[src/rtl/instr_encoder_loader_pkg.sv]
`default_nettype none
// ============================================================================
// Module  : instr_encoder_loader_pkg
// Purpose : Shared types and constants for the RV32I instruction encoder/loader:
//           instruction format enum, loader FSM states, base opcodes, canonical
//           NOP, and a signed range helper.
// Ports   : none (package)
// Revision: 1.0 - initial release
// ============================================================================
package instr_encoder_loader_pkg;

  typedef enum logic [2:0] {
    FMT_R = 3'd0,
    FMT_I = 3'd1,
    FMT_S = 3'd2,
    FMT_B = 3'd3,
    FMT_U = 3'd4,
    FMT_J = 3'd5
  } fmt_e;

  typedef enum logic [1:0] {
    ST_IDLE  = 2'd0,
    ST_LOAD  = 2'd1,
    ST_DRAIN = 2'd2,
    ST_DONE  = 2'd3
  } state_e;

  localparam logic [6:0] OP_LUI    = 7'h37;
  localparam logic [6:0] OP_AUIPC  = 7'h17;
  localparam logic [6:0] OP_JAL    = 7'h6F;
  localparam logic [6:0] OP_JALR   = 7'h67;
  localparam logic [6:0] OP_BRANCH = 7'h63;
  localparam logic [6:0] OP_LOAD   = 7'h03;
  localparam logic [6:0] OP_STORE  = 7'h23;
  localparam logic [6:0] OP_IMM    = 7'h13;
  localparam logic [6:0] OP_REG    = 7'h33;

  // addi x0, x0, 0
  localparam logic [31:0] NOP_INSTR = 32'h0000_0013;

  function automatic logic imm_in_range(input logic signed [31:0] v,
                                        input int lo, input int hi);
    return (v >= lo) && (v <= hi);
  endfunction

endpackage
`default_nettype wire

[src/rtl/instr_encoder_loader_if.sv]
`default_nettype none
// ============================================================================
// Module  : instr_encoder_loader_if
// Purpose : Field-bundle handshake plus sequential memory write port of the
//           instruction loader.
// Ports   : valid_i/ready_o handshake, fmt/opcode/funct/reg/imm/last fields,
//           mem_we_o/mem_addr_o/mem_wdata_o/mem_gnt_i write port.
//           slave = loader view, master = producer/memory environment view.
// Revision: 1.0 - initial release
// ============================================================================
interface instr_encoder_loader_if #(
  parameter int ADDR_WIDTH = 10
) ();
  logic                  valid_i;
  logic                  ready_o;
  logic [2:0]            fmt_i;
  logic [6:0]            opcode_i;
  logic [2:0]            funct3_i;
  logic [6:0]            funct7_i;
  logic [4:0]            rd_i;
  logic [4:0]            rs1_i;
  logic [4:0]            rs2_i;
  logic [31:0]           imm_i;
  logic                  last_i;
  logic                  mem_we_o;
  logic [ADDR_WIDTH-1:0] mem_addr_o;
  logic [31:0]           mem_wdata_o;
  logic                  mem_gnt_i;

  modport slave (
    input  valid_i, fmt_i, opcode_i, funct3_i, funct7_i, rd_i, rs1_i, rs2_i,
           imm_i, last_i, mem_gnt_i,
    output ready_o, mem_we_o, mem_addr_o, mem_wdata_o
  );

  modport master (
    output valid_i, fmt_i, opcode_i, funct3_i, funct7_i, rd_i, rs1_i, rs2_i,
           imm_i, last_i, mem_gnt_i,
    input  ready_o, mem_we_o, mem_addr_o, mem_wdata_o
  );
endinterface
`default_nettype wire

[src/rtl/instr_encode_comb.sv]
`default_nettype none
// ============================================================================
// Module  : instr_encode_comb
// Purpose : Purely combinational RV32I field packer. Produces the encoded word
//           and an error flag for out-of-range immediates or illegal formats;
//           on error the word is forced to the canonical NOP.
// Ports   : i_fmt, i_opcode, i_funct3, i_funct7, i_rd, i_rs1, i_rs2, i_imm in;
//           o_word (32b), o_err out.
// Revision: 1.0 - initial release
// ============================================================================
module instr_encode_comb
  import instr_encoder_loader_pkg::*;
(
  input  logic [2:0]  i_fmt,
  input  logic [6:0]  i_opcode,
  input  logic [2:0]  i_funct3,
  input  logic [6:0]  i_funct7,
  input  logic [4:0]  i_rd,
  input  logic [4:0]  i_rs1,
  input  logic [4:0]  i_rs2,
  input  logic [31:0] i_imm,
  output logic [31:0] o_word,
  output logic        o_err
);

  logic signed [31:0] w_imm;
  logic [31:0]        w_raw;
  logic               w_bad;

  assign w_imm = $signed(i_imm);

  always_comb begin
    w_raw = '0;
    w_bad = 1'b0;
    case (i_fmt)
      FMT_R: begin
        w_raw = {i_funct7, i_rs2, i_rs1, i_funct3, i_rd, i_opcode};
      end
      FMT_I: begin
        w_raw = {i_imm[11:0], i_rs1, i_funct3, i_rd, i_opcode};
        w_bad = !imm_in_range(w_imm, -2048, 2047);
      end
      FMT_S: begin
        w_raw = {i_imm[11:5], i_rs2, i_rs1, i_funct3, i_imm[4:0], i_opcode};
        w_bad = !imm_in_range(w_imm, -2048, 2047);
      end
      FMT_B: begin
        w_raw = {i_imm[12], i_imm[10:5], i_rs2, i_rs1, i_funct3,
                 i_imm[4:1], i_imm[11], i_opcode};
        w_bad = !imm_in_range(w_imm, -4096, 4094) || i_imm[0];
      end
      FMT_U: begin
        w_raw = {i_imm[31:12], i_rd, i_opcode};
        w_bad = (i_imm[11:0] != 12'd0);
      end
      FMT_J: begin
        w_raw = {i_imm[20], i_imm[10:1], i_imm[11], i_imm[19:12], i_rd, i_opcode};
        w_bad = !imm_in_range(w_imm, -1048576, 1048574) || i_imm[0];
      end
      default: begin
        w_bad = 1'b1;
      end
    endcase
  end

  assign o_word = w_bad ? NOP_INSTR : w_raw;
  assign o_err  = w_bad;

endmodule
`default_nettype wire

[src/rtl/instr_encoder_loader.sv]
`default_nettype none
// ============================================================================
// Module  : instr_encoder_loader
// Purpose : Accepts instruction field bundles, encodes them into RV32I words
//           and streams them through a single output register into a
//           sequential instruction-memory write port starting at BASE_ADDR.
// Ports   : clk, rstn_i (sync active-low), start_i pulse;
//           bus (slave modport): field handshake + memory write port;
//           count_o words granted since start, done_o level, error_o sticky.
// Revision: 1.0 - initial release
// ============================================================================
module instr_encoder_loader
  import instr_encoder_loader_pkg::*;
#(
  parameter int ADDR_WIDTH = 10,
  parameter int BASE_ADDR  = 0
) (
  input  logic                  clk,
  input  logic                  rstn_i,
  input  logic                  start_i,
  instr_encoder_loader_if.slave bus,
  output logic [ADDR_WIDTH:0]   count_o,
  output logic                  done_o,
  output logic                  error_o
);

  localparam logic [ADDR_WIDTH-1:0] C_BASE = ADDR_WIDTH'(BASE_ADDR);

  state_e                r_state;
  state_e                w_state_nxt;
  logic                  r_we;
  logic [ADDR_WIDTH-1:0] r_addr;
  logic [31:0]           r_wdata;
  logic [ADDR_WIDTH:0]   r_count;
  logic                  r_err;

  logic [31:0]           w_enc_word;
  logic                  w_enc_err;
  logic                  w_ready;
  logic                  w_accept;
  logic                  w_gnt;
  logic                  w_at_top;
  logic                  w_start;

  instr_encode_comb u_enc (
    .i_fmt    (bus.fmt_i),
    .i_opcode (bus.opcode_i),
    .i_funct3 (bus.funct3_i),
    .i_funct7 (bus.funct7_i),
    .i_rd     (bus.rd_i),
    .i_rs1    (bus.rs1_i),
    .i_rs2    (bus.rs2_i),
    .i_imm    (bus.imm_i),
    .o_word   (w_enc_word),
    .o_err    (w_enc_err)
  );

  assign w_gnt    = r_we && bus.mem_gnt_i;
  assign w_at_top = (r_addr == '1);
  // While the register holds the word for the top address, no further bundle
  // may be taken: it would have no address to go to.
  assign w_ready  = (r_state == ST_LOAD) && (!r_we || bus.mem_gnt_i) &&
                    !(r_we && w_at_top);
  assign w_accept = bus.valid_i && w_ready;
  assign w_start  = start_i && ((r_state == ST_IDLE) || (r_state == ST_DONE));

  always_comb begin
    w_state_nxt = r_state;
    case (r_state)
      ST_IDLE:  if (start_i) w_state_nxt = ST_LOAD;
      ST_LOAD: begin
        if (w_accept && bus.last_i)  w_state_nxt = ST_DRAIN;
        else if (w_gnt && w_at_top)  w_state_nxt = ST_DRAIN;
      end
      ST_DRAIN: if (!r_we || w_gnt) w_state_nxt = ST_DONE;
      ST_DONE:  if (start_i) w_state_nxt = ST_LOAD;
      default:  w_state_nxt = ST_IDLE;
    endcase
  end

  always_ff @(posedge clk) begin
    if (!rstn_i) begin
      r_state <= ST_IDLE;
      r_we    <= 1'b0;
      r_addr  <= C_BASE;
      r_wdata <= '0;
      r_count <= '0;
      r_err   <= 1'b0;
    end else begin
      r_state <= w_state_nxt;
      if (w_start) begin
        // Output register is always empty in IDLE/DONE, so no grant can race this.
        r_addr  <= C_BASE;
        r_count <= '0;
        r_err   <= 1'b0;
      end else begin
        if (w_gnt) begin
          r_count <= r_count + 1'b1;
          if (!w_at_top) r_addr <= r_addr + 1'b1;
          // Top-of-window grant while still in LOAD means last_i never arrived.
          if (w_at_top && (r_state == ST_LOAD)) r_err <= 1'b1;
        end
        if (w_accept) begin
          r_we    <= 1'b1;
          r_wdata <= w_enc_word;
          if (w_enc_err) r_err <= 1'b1;
        end else if (w_gnt) begin
          r_we <= 1'b0;
        end
      end
    end
  end

  assign bus.ready_o     = w_ready;
  assign bus.mem_we_o    = r_we;
  assign bus.mem_addr_o  = r_addr;
  assign bus.mem_wdata_o = r_wdata;
  assign count_o         = r_count;
  assign done_o          = (r_state == ST_DONE);
  assign error_o         = r_err;

endmodule
`default_nettype wire

[src/flat_wrapper.sv]
// flat-port wrapper written by rule: the top's interface ports become plain ports
module instr_encoder_loader_flat import instr_encoder_loader_pkg::*;
#(
  parameter int ADDR_WIDTH = 10,
  parameter int BASE_ADDR  = 0
)
  (clk, rstn_i, start_i, count_o, done_o, error_o, bus_valid_i, bus_fmt_i, bus_opcode_i, bus_funct3_i, bus_funct7_i, bus_rd_i, bus_rs1_i, bus_rs2_i, bus_imm_i, bus_last_i, bus_mem_gnt_i, bus_ready_o, bus_mem_we_o, bus_mem_addr_o, bus_mem_wdata_o);
  instr_encoder_loader_if #(.ADDR_WIDTH(ADDR_WIDTH)) bus_i ();
  input  logic clk;
  input  logic rstn_i;
  input  logic start_i;
  output logic [ADDR_WIDTH:0] count_o;
  output logic done_o;
  output logic error_o;
  input wire logic [$bits(bus_i.valid_i)-1:0] bus_valid_i;
  input wire logic [$bits(bus_i.fmt_i)-1:0] bus_fmt_i;
  input wire logic [$bits(bus_i.opcode_i)-1:0] bus_opcode_i;
  input wire logic [$bits(bus_i.funct3_i)-1:0] bus_funct3_i;
  input wire logic [$bits(bus_i.funct7_i)-1:0] bus_funct7_i;
  input wire logic [$bits(bus_i.rd_i)-1:0] bus_rd_i;
  input wire logic [$bits(bus_i.rs1_i)-1:0] bus_rs1_i;
  input wire logic [$bits(bus_i.rs2_i)-1:0] bus_rs2_i;
  input wire logic [$bits(bus_i.imm_i)-1:0] bus_imm_i;
  input wire logic [$bits(bus_i.last_i)-1:0] bus_last_i;
  input wire logic [$bits(bus_i.mem_gnt_i)-1:0] bus_mem_gnt_i;
  output wire logic [$bits(bus_i.ready_o)-1:0] bus_ready_o;
  output wire logic [$bits(bus_i.mem_we_o)-1:0] bus_mem_we_o;
  output wire logic [$bits(bus_i.mem_addr_o)-1:0] bus_mem_addr_o;
  output wire logic [$bits(bus_i.mem_wdata_o)-1:0] bus_mem_wdata_o;
  assign bus_i.valid_i = bus_valid_i;
  assign bus_i.fmt_i = bus_fmt_i;
  assign bus_i.opcode_i = bus_opcode_i;
  assign bus_i.funct3_i = bus_funct3_i;
  assign bus_i.funct7_i = bus_funct7_i;
  assign bus_i.rd_i = bus_rd_i;
  assign bus_i.rs1_i = bus_rs1_i;
  assign bus_i.rs2_i = bus_rs2_i;
  assign bus_i.imm_i = bus_imm_i;
  assign bus_i.last_i = bus_last_i;
  assign bus_i.mem_gnt_i = bus_mem_gnt_i;
  assign bus_ready_o = bus_i.ready_o;
  assign bus_mem_we_o = bus_i.mem_we_o;
  assign bus_mem_addr_o = bus_i.mem_addr_o;
  assign bus_mem_wdata_o = bus_i.mem_wdata_o;
  instr_encoder_loader #(.ADDR_WIDTH(ADDR_WIDTH), .BASE_ADDR(BASE_ADDR)) u_core (.clk(clk), .rstn_i(rstn_i), .start_i(start_i), .bus(bus_i), .count_o(count_o), .done_o(done_o), .error_o(error_o));
endmodule
[config.mk]
export PLATFORM = sky130hd
export DESIGN_NAME = instr_encoder_loader_flat
export DESIGN_NICKNAME = d
export VERILOG_FILES = /design/src/rtl/instr_encoder_loader_pkg.sv /design/src/rtl/instr_encoder_loader_if.sv /design/src/rtl/instr_encode_comb.sv /design/src/rtl/instr_encoder_loader.sv /design/src/flat_wrapper.sv
export SDC_FILE = /design/constraint.sdc
export NUM_CORES = 1
export LEC_CHECK = 0
export ABC_CLOCK_PERIOD_IN_PS = 2500
export CAP_MARGIN = 20
export CORE_ASPECT_RATIO = 1.25
export CORE_MARGIN = 2
export CORE_UTILIZATION = 46
export DETAILED_ROUTE_END_ITERATION = 7
export GPL_TIMING_DRIVEN = 0
export PLACE_DENSITY = 0.82
export SLEW_MARGIN = 20
export SYNTH_ARGS = -nofsm -noshare
export SYNTH_HDL_FRONTEND = slang
export SYNTH_HIERARCHICAL = 1
export SYNTH_SLANG_ARGS = --single-unit
[constraint.sdc]
create_clock -name clk -period 2.5 [get_ports clk]
set_input_delay 0.625 -clock clk [delete_from_list [all_inputs] [get_ports clk]]
set_output_delay 0.625 -clock clk [all_outputs]
set_load 0.03 [all_outputs]
[After elaboration in Yosys (flattened, before gate mapping)]
Index checks and enable logic that the tools add are counted.
Word-level totals
  bits in registers: 57
  latch bits: 0
  memory bits (writable): 0
  memory bits (read-only): 0
  bits of input ports: 73
  logic and storage cells: 76
  memories kept: 0
Operators by class
  add/subtract/negate cells: 2
  multipliers: 0
  divide/modulo/power cells: 0
  $lt $le $gt $ge: 6
  equal/unequal tests: 12
  shifts and indexed selects: 0
  muxes and demuxes: 14
  bitwise logic cells: 3
  reductions and logical operators: 33
Operators with widths (number)
  32-bit case mux with 6 select lines: 1
  32-bit by 12-bit greater-or-equal comparator with 1-bit output, second input constant: 1
  32-bit by 13-bit greater-or-equal comparator with 1-bit output, second input constant: 1
  32-bit by 21-bit greater-or-equal comparator with 1-bit output, second input constant: 1
  32-bit by 12-bit <= comparator with 1-bit output, second input constant: 1
  32-bit by 13-bit <= comparator with 1-bit output, second input constant: 1
  32-bit by 21-bit <= comparator with 1-bit output, second input constant: 1
  32-bit 2-to-1 mux: 1
  1-bit logical AND: 12
  12-bit nonzero test: 1
  11-bit by 1-bit adder with 11-bit output, second input constant: 1
  10-bit by 1-bit adder with 10-bit output, second input constant: 1
  10-bit equality test, second input constant: 1
  2-bit 2-to-1 mux: 4
  3-bit by 2-bit equality test with 1-bit output, second input constant: 2
  3-bit equality test, second input constant: 2
  1-bit 2-to-1 mux: 6
  2-bit case mux with 3 select lines: 1
  2-bit AND reduction: 3
  2-bit OR reduction: 3
  1-bit logical NOT: 5
  1-bit logical OR: 5
  1-bit case mux with 5 select lines: 1
  2-bit equality test, second input constant: 2
  other kinds (9): 12

[Depth between registers and ports, before layout]
  depth in word-level cells: 8
  gate-level depth with buffers: 11

[Modules after synthesis]
The synthesis kept the hierarchy.
By module, submodules not included
  instr_encoder_loader: instances 1, cells each 289, area an instance 2617.5 um2, seq. area each 1141.1 um2
  instr_encode_comb: instances 1, cells each 164, area an instance 1014.7 um2, seq. area each 0.0 um2

[Worst setup path after synthesis]
OpenSTA, ideal clock, no wires.
  kind: reg2out
  start: register u_core.r_addr[0], in the netlist u_core/bus.mem_addr_o[0]
  end: output port bus_ready_o
  arrival: 1.743 ns
  data required time: 1.875 ns
  path slack: 0.132 ns
  stages on the path, launching flop included: 5
  cells stage by stage: dfxtp_1 -> ha_1 -> nand4_4 -> o31ai_1 -> a21boi_0
Between the ends
  word-level cells in the longest chain between the ends: 4
Ends and longest elaborated chain
  from (decl): line instr_encoder_loader.sv:32  | logic [ADDR_WIDTH-1:0] r_addr;
  from (signal assigned): line instr_encoder_loader.sv:99  | if (!w_at_top) r_addr <= r_addr + 1'b1;
  10-bit equality test: line instr_encoder_loader.sv:59  | assign w_at_top = (r_addr == '1);
  1-bit logical AND: line instr_encoder_loader.sv:63  | !(r_we && w_at_top);
  1-bit logical NOT: line instr_encoder_loader.sv:63
  1-bit logical AND: line instr_encoder_loader.sv:62  | assign w_ready = (r_state == ST_LOAD) && (!r_we || bus.mem_gnt_i) &&
  to (decl): line flat_wrapper.sv:26  | output wire logic [$bits(bus_i.ready_o)-1:0] bus_ready_o;
No other way between the ends.

[Worst setup path after layout]
  start: input port bus_imm_i[5]
  end: register u_core.r_err, in the netlist u_core/error_o
Between the ends
  word-level cells in the longest chain between the ends: 7
  elaborated cells between the ends (all ways): 18
Ends and longest elaborated chain
  from (decl): line flat_wrapper.sv:23  | input wire logic [$bits(bus_i.imm_i)-1:0] bus_imm_i;
  32-bit by 21-bit greater-or-equal comparator with 1-bit output, or another cell as far along: line instr_encoder_loader_pkg.sv:43  | return (v >= lo) && (v <= hi);
  1-bit logical AND: line instr_encoder_loader_pkg.sv:43
  1-bit logical NOT (on tied branches): line instr_encode_comb.sv:58, instr_encode_comb.sv:50
  1-bit logical OR (on tied branches): line instr_encode_comb.sv:58, instr_encode_comb.sv:50
  1-bit case mux with 5 select lines *: line instr_encode_comb.sv:35  | case (i_fmt)
  named net u_core.w_enc_err: line instr_encoder_loader.sv:38  | logic w_enc_err;
  1-bit 2-to-1 mux *: line instr_encoder_loader.sv:106  | if (w_enc_err) r_err <= 1'b1;
  1-bit 2-to-1 mux *: line instr_encoder_loader.sv:103  | if (w_accept) begin
  to (signal assigned): line instr_encoder_loader.sv:95  | r_err <= 1'b0;
  to (signal assigned): line instr_encoder_loader.sv:101  | if (w_at_top && (r_state == ST_LOAD)) r_err <= 1'b1;
  to (signal assigned): line instr_encoder_loader.sv:106
  to (decl): line instr_encoder_loader.sv:35  | logic r_err;
Mark *: on every way through the listed nets, which the timed path passes. The rest lies on a longest branch.
A chain may end at the register's enable or synchronous reset.

==> results.sh <==
export IMPL_status="complete, no violations"
export IMPL_drt_iter0_markers=197
export IMPL_critical_path_class="in -> reg"
export IMPL_yosys_area_top_type="dfxtp_1"
export IMPL_synth_main_ff_cell="dfxtp_1"
export IMPL_cellLeakagePower_nw=1.89
export IMPL_r2r_slack_ns=0.57
export IMPL_peakVddDrop_uv=382
export IMPL_cts_max_path_buffers=2
export IMPL_synth_area_um2=3630
export IMPL_fin_skew_ns=0.00697
export IMPL_cts_sinks=57
export IMPL_syn2layout_area_growth_pct=47.0
export IMPL_finalSetupViolCount=0
export IMPL_fill_cells=627
export IMPL_maxCapViolCount=0
export IMPL_syn_inst=453
export IMPL_grt_busiest_layer="met2"
export IMPL_cp_required_ns=2.70
export IMPL_nNetsFinal=671
export IMPL_wl_um=11300
export IMPL_antenna_cells=0
export IMPL_yosys_warnings=6
export IMPL_stdcell_area_um2=5340
export IMPL_cp_end_kind="flop"
export IMPL_layoutNonFillerInstCount=692
export IMPL_cts_buffers=9
export IMPL_via_per_inst=5.76
export IMPL_placed_area_um2=5010
export IMPL_cts_root_buf="clkbuf_8"
export IMPL_min_period_ns=2.44
export IMPL_hold_class="reg -> reg"
export IMPL_grt_pass1_wl_um=18200
export IMPL_use_met1=0.276
export IMPL_tns_ns=0
export IMPL_drive_gt1_frac=0.0972
export IMPL_ys_seq_area_frac=0.314
export IMPL_grtUsageMet2=0.492
export IMPL_num_rows=36
export IMPL_hold_viol_final=0
export IMPL_power_density_nw_per_um2=546
export IMPL_routedWlPerCell_um=16.3
export IMPL_numPortBuffers=126
export IMPL_gp_congestion=0.926
export IMPL_die_w_um=83.5
export IMPL_worstMarginPinSlew_ns=0.592
export IMPL_reg2reg_depth=7
export IMPL_critical_path_top_delay_family="simple AND/OR/NAND/NOR gates"
export IMPL_dp_cells=674
export IMPL_htree_num_levels=3
export IMPL_grt_max_degree=11
export IMPL_slowest_delay_ns=0.54
export IMPL_synthDistinctLibCells=52
export IMPL_holdBufCountCts=0
export IMPL_slew_limit_headroom=0.605
export IMPL_rr_startpoint="u_core/r_state[0]$_SDFFE_PN0P_"
export IMPL_path_cells="dlygate4sd2_1, or4_4, nor4_4, a221o_2, o22ai_4, buf_6, or2_1, nand3_1, a21o_1, a21oi_1"
export IMPL_dpl_hpwl_um=8430
export IMPL_whs_ns=0.459
export IMPL_grt_use_total=0.260
export IMPL_synth_most_common_cell="nand2_1"
export IMPL_die_h_um=103
export IMPL_startpoint="bus_imm_i[5]"
export IMPL_cts_tree="built"
export IMPL_postSynthAreaPerCell_um2=8.02
export IMPL_synth_async_sr_flop_share=0
export IMPL_netlist_top_cells_count="nand2_1, dfxtp_1, mux2i_1"
export IMPL_synth_top_cell_area_share=0.314
export IMPL_cp_num_buf_inv=2
export IMPL_synth_seq_cells=57
export IMPL_grt_pass1_vias=3890
export IMPL_max_freq_mhz=409
export IMPL_die_area_um2=8630
export IMPL_coreArea_um2=7750
export IMPL_post_route_period_util=0.978
export IMPL_clock_latency_ns=0.34
export IMPL_initial_core_util=0.469
export IMPL_crit_slowest_cell="or4_4"
export IMPL_r2r_end="u_core/bus.mem_wdata_o[20]$_SDFFE_PN0P_"
export IMPL_io_pins=130
export IMPL_critical_path_max_fanout=10
export IMPL_synth_edf_count=0
export IMPL_antenna_left=0
export IMPL_slew_viol_final=0
export IMPL_via_count=3984
export IMPL_critical_path_endpoint="u_core/error_o$_SDFF_PP0_"
export IMPL_drc=0
export IMPL_gr_total_overflow=0
export IMPL_final_util=0.689
export IMPL_ys_top_cells_by_area="dfxtp_1, mux2i_1, nand2_1"
export IMPL_cp_start_kind="input port"
export IMPL_drtPass1Iterations=5
export IMPL_power_mw=2.92
export IMPL_grtUsageMet3=0.0770
export IMPL_synth_nets=532
export IMPL_antenna_found_initial=0
export IMPL_timing_final_ws_setup_ns=0.0551
export IMPL_arrival_ns=2.64
export IMPL_clk_pin_slew_ns=0.07
export IMPL_dp_slack_ns=-0.654
export IMPL_cp_num_cells=10
[how the worst min path moves through the flow]
stage | start | depth (start not counted) | end | slack [ns]
floorplan | u_core/r_state[0]$_SDFFE_PN0P_ | 2 | u_core/r_state[0]$_SDFFE_PN0P_ | 0.49
global placement | u_core/bus.mem_wdata_o[31]$_SDFFE_PN0P_ | 2 | u_core/bus.mem_wdata_o[31]$_SDFFE_PN0P_ | 0.44
detailed placement | u_core/bus.mem_wdata_o[18]$_SDFFE_PN0P_ | 2 | u_core/bus.mem_wdata_o[18]$_SDFFE_PN0P_ | 0.45
CTS | u_core/bus.mem_wdata_o[0]$_SDFFE_PN0P_ | 2 | u_core/bus.mem_wdata_o[0]$_SDFFE_PN0P_ | 0.46
global route | u_core/bus.mem_wdata_o[24]$_SDFFE_PN0P_ | 2 | u_core/bus.mem_wdata_o[24]$_SDFFE_PN0P_ | 0.48
finish | u_core/bus.mem_wdata_o[24]$_SDFFE_PN0P_ | 2 | u_core/bus.mem_wdata_o[24]$_SDFFE_PN0P_ | 0.46
[power breakdown]
group | switching (mW) | internal (mW) | leakage, nW
registers | 0.0359 | 0.953 | 0.460
logic | 0.463 | 0.379 | 1.31
clock network | 0.396 | 0.688 | 0.120
[repair_timing]
item,CTS,global route
setup buffers,1,1
resized for setup,27,18
endpoints found under the setup margin,34,26
pin swaps,4,6
[cell type report]
class	instances	area, µm²	area share
clock buffer	11	141	0.0265
sequential	57	1140	0.214
tap	95	119	0.0223
multi-input combinational	356	2360	0.443
timing repair buffer	128	1260	0.236
buffer	32	181	0.0340
inverter	8	30.0	0.00562
clock inverter	5	103	0.0192
[cells by family (layout without fill, tap and decap cells)]
kind of cell,count (synthesis),after routing,share of synthesized area
AND/OR/NAND/NOR,218,218,0.298
flip-flops,57,57,0.314
adder cells (fa/ha/maj),6,6,0.0207
buffers and inverters,40,184,0.0565
AO/OA/AOI/OAI,68,68,0.138
multiplexers,50,50,0.139
XOR/XNOR,14,14,0.0338
[metal layers]
metal | wire (µm) | vias up
met2 | 5780 | 215
met5 | 0 | -
met1 | 4280 | 1844
met3 | 977 | 26
met4 | 234 | 0
li1 | - | 1899
[registers in the layout, indices dropped and copies added (netlist names)]
| register | cells |
|---|---|
| u_core/count_o | 11 |
| u_core/r_state | 2 |
| u_core/bus.mem_we_o | 1 |
| u_core/bus.mem_addr_o | 10 |
| u_core/bus.mem_wdata_o | 32 |
| u_core/error_o | 1 |
[placed cells by master (no fill, tap or decap), types with 10 or more instances in the layout]
cell             Yosys  final
clkbuf_1            18     16
nor2_1              28     28
nand2_1             82     82
nand4_1             14     14
nor2b_1             15     15
nor3_1              35     31
dfxtp_1             57     57
clkbuf_8             0     10
a21oi_1             27     27
mux2i_1             47     47
clkdlybuf4s50_1      0    114
[tightest hold or removal path, stage by stage (launching register included)]
cell,delay [ns]
dfxtp_1,0.31
nand2_1,0.05
mux2i_1,0.05
Note: power is estimated with default switching activity, not from simulation.
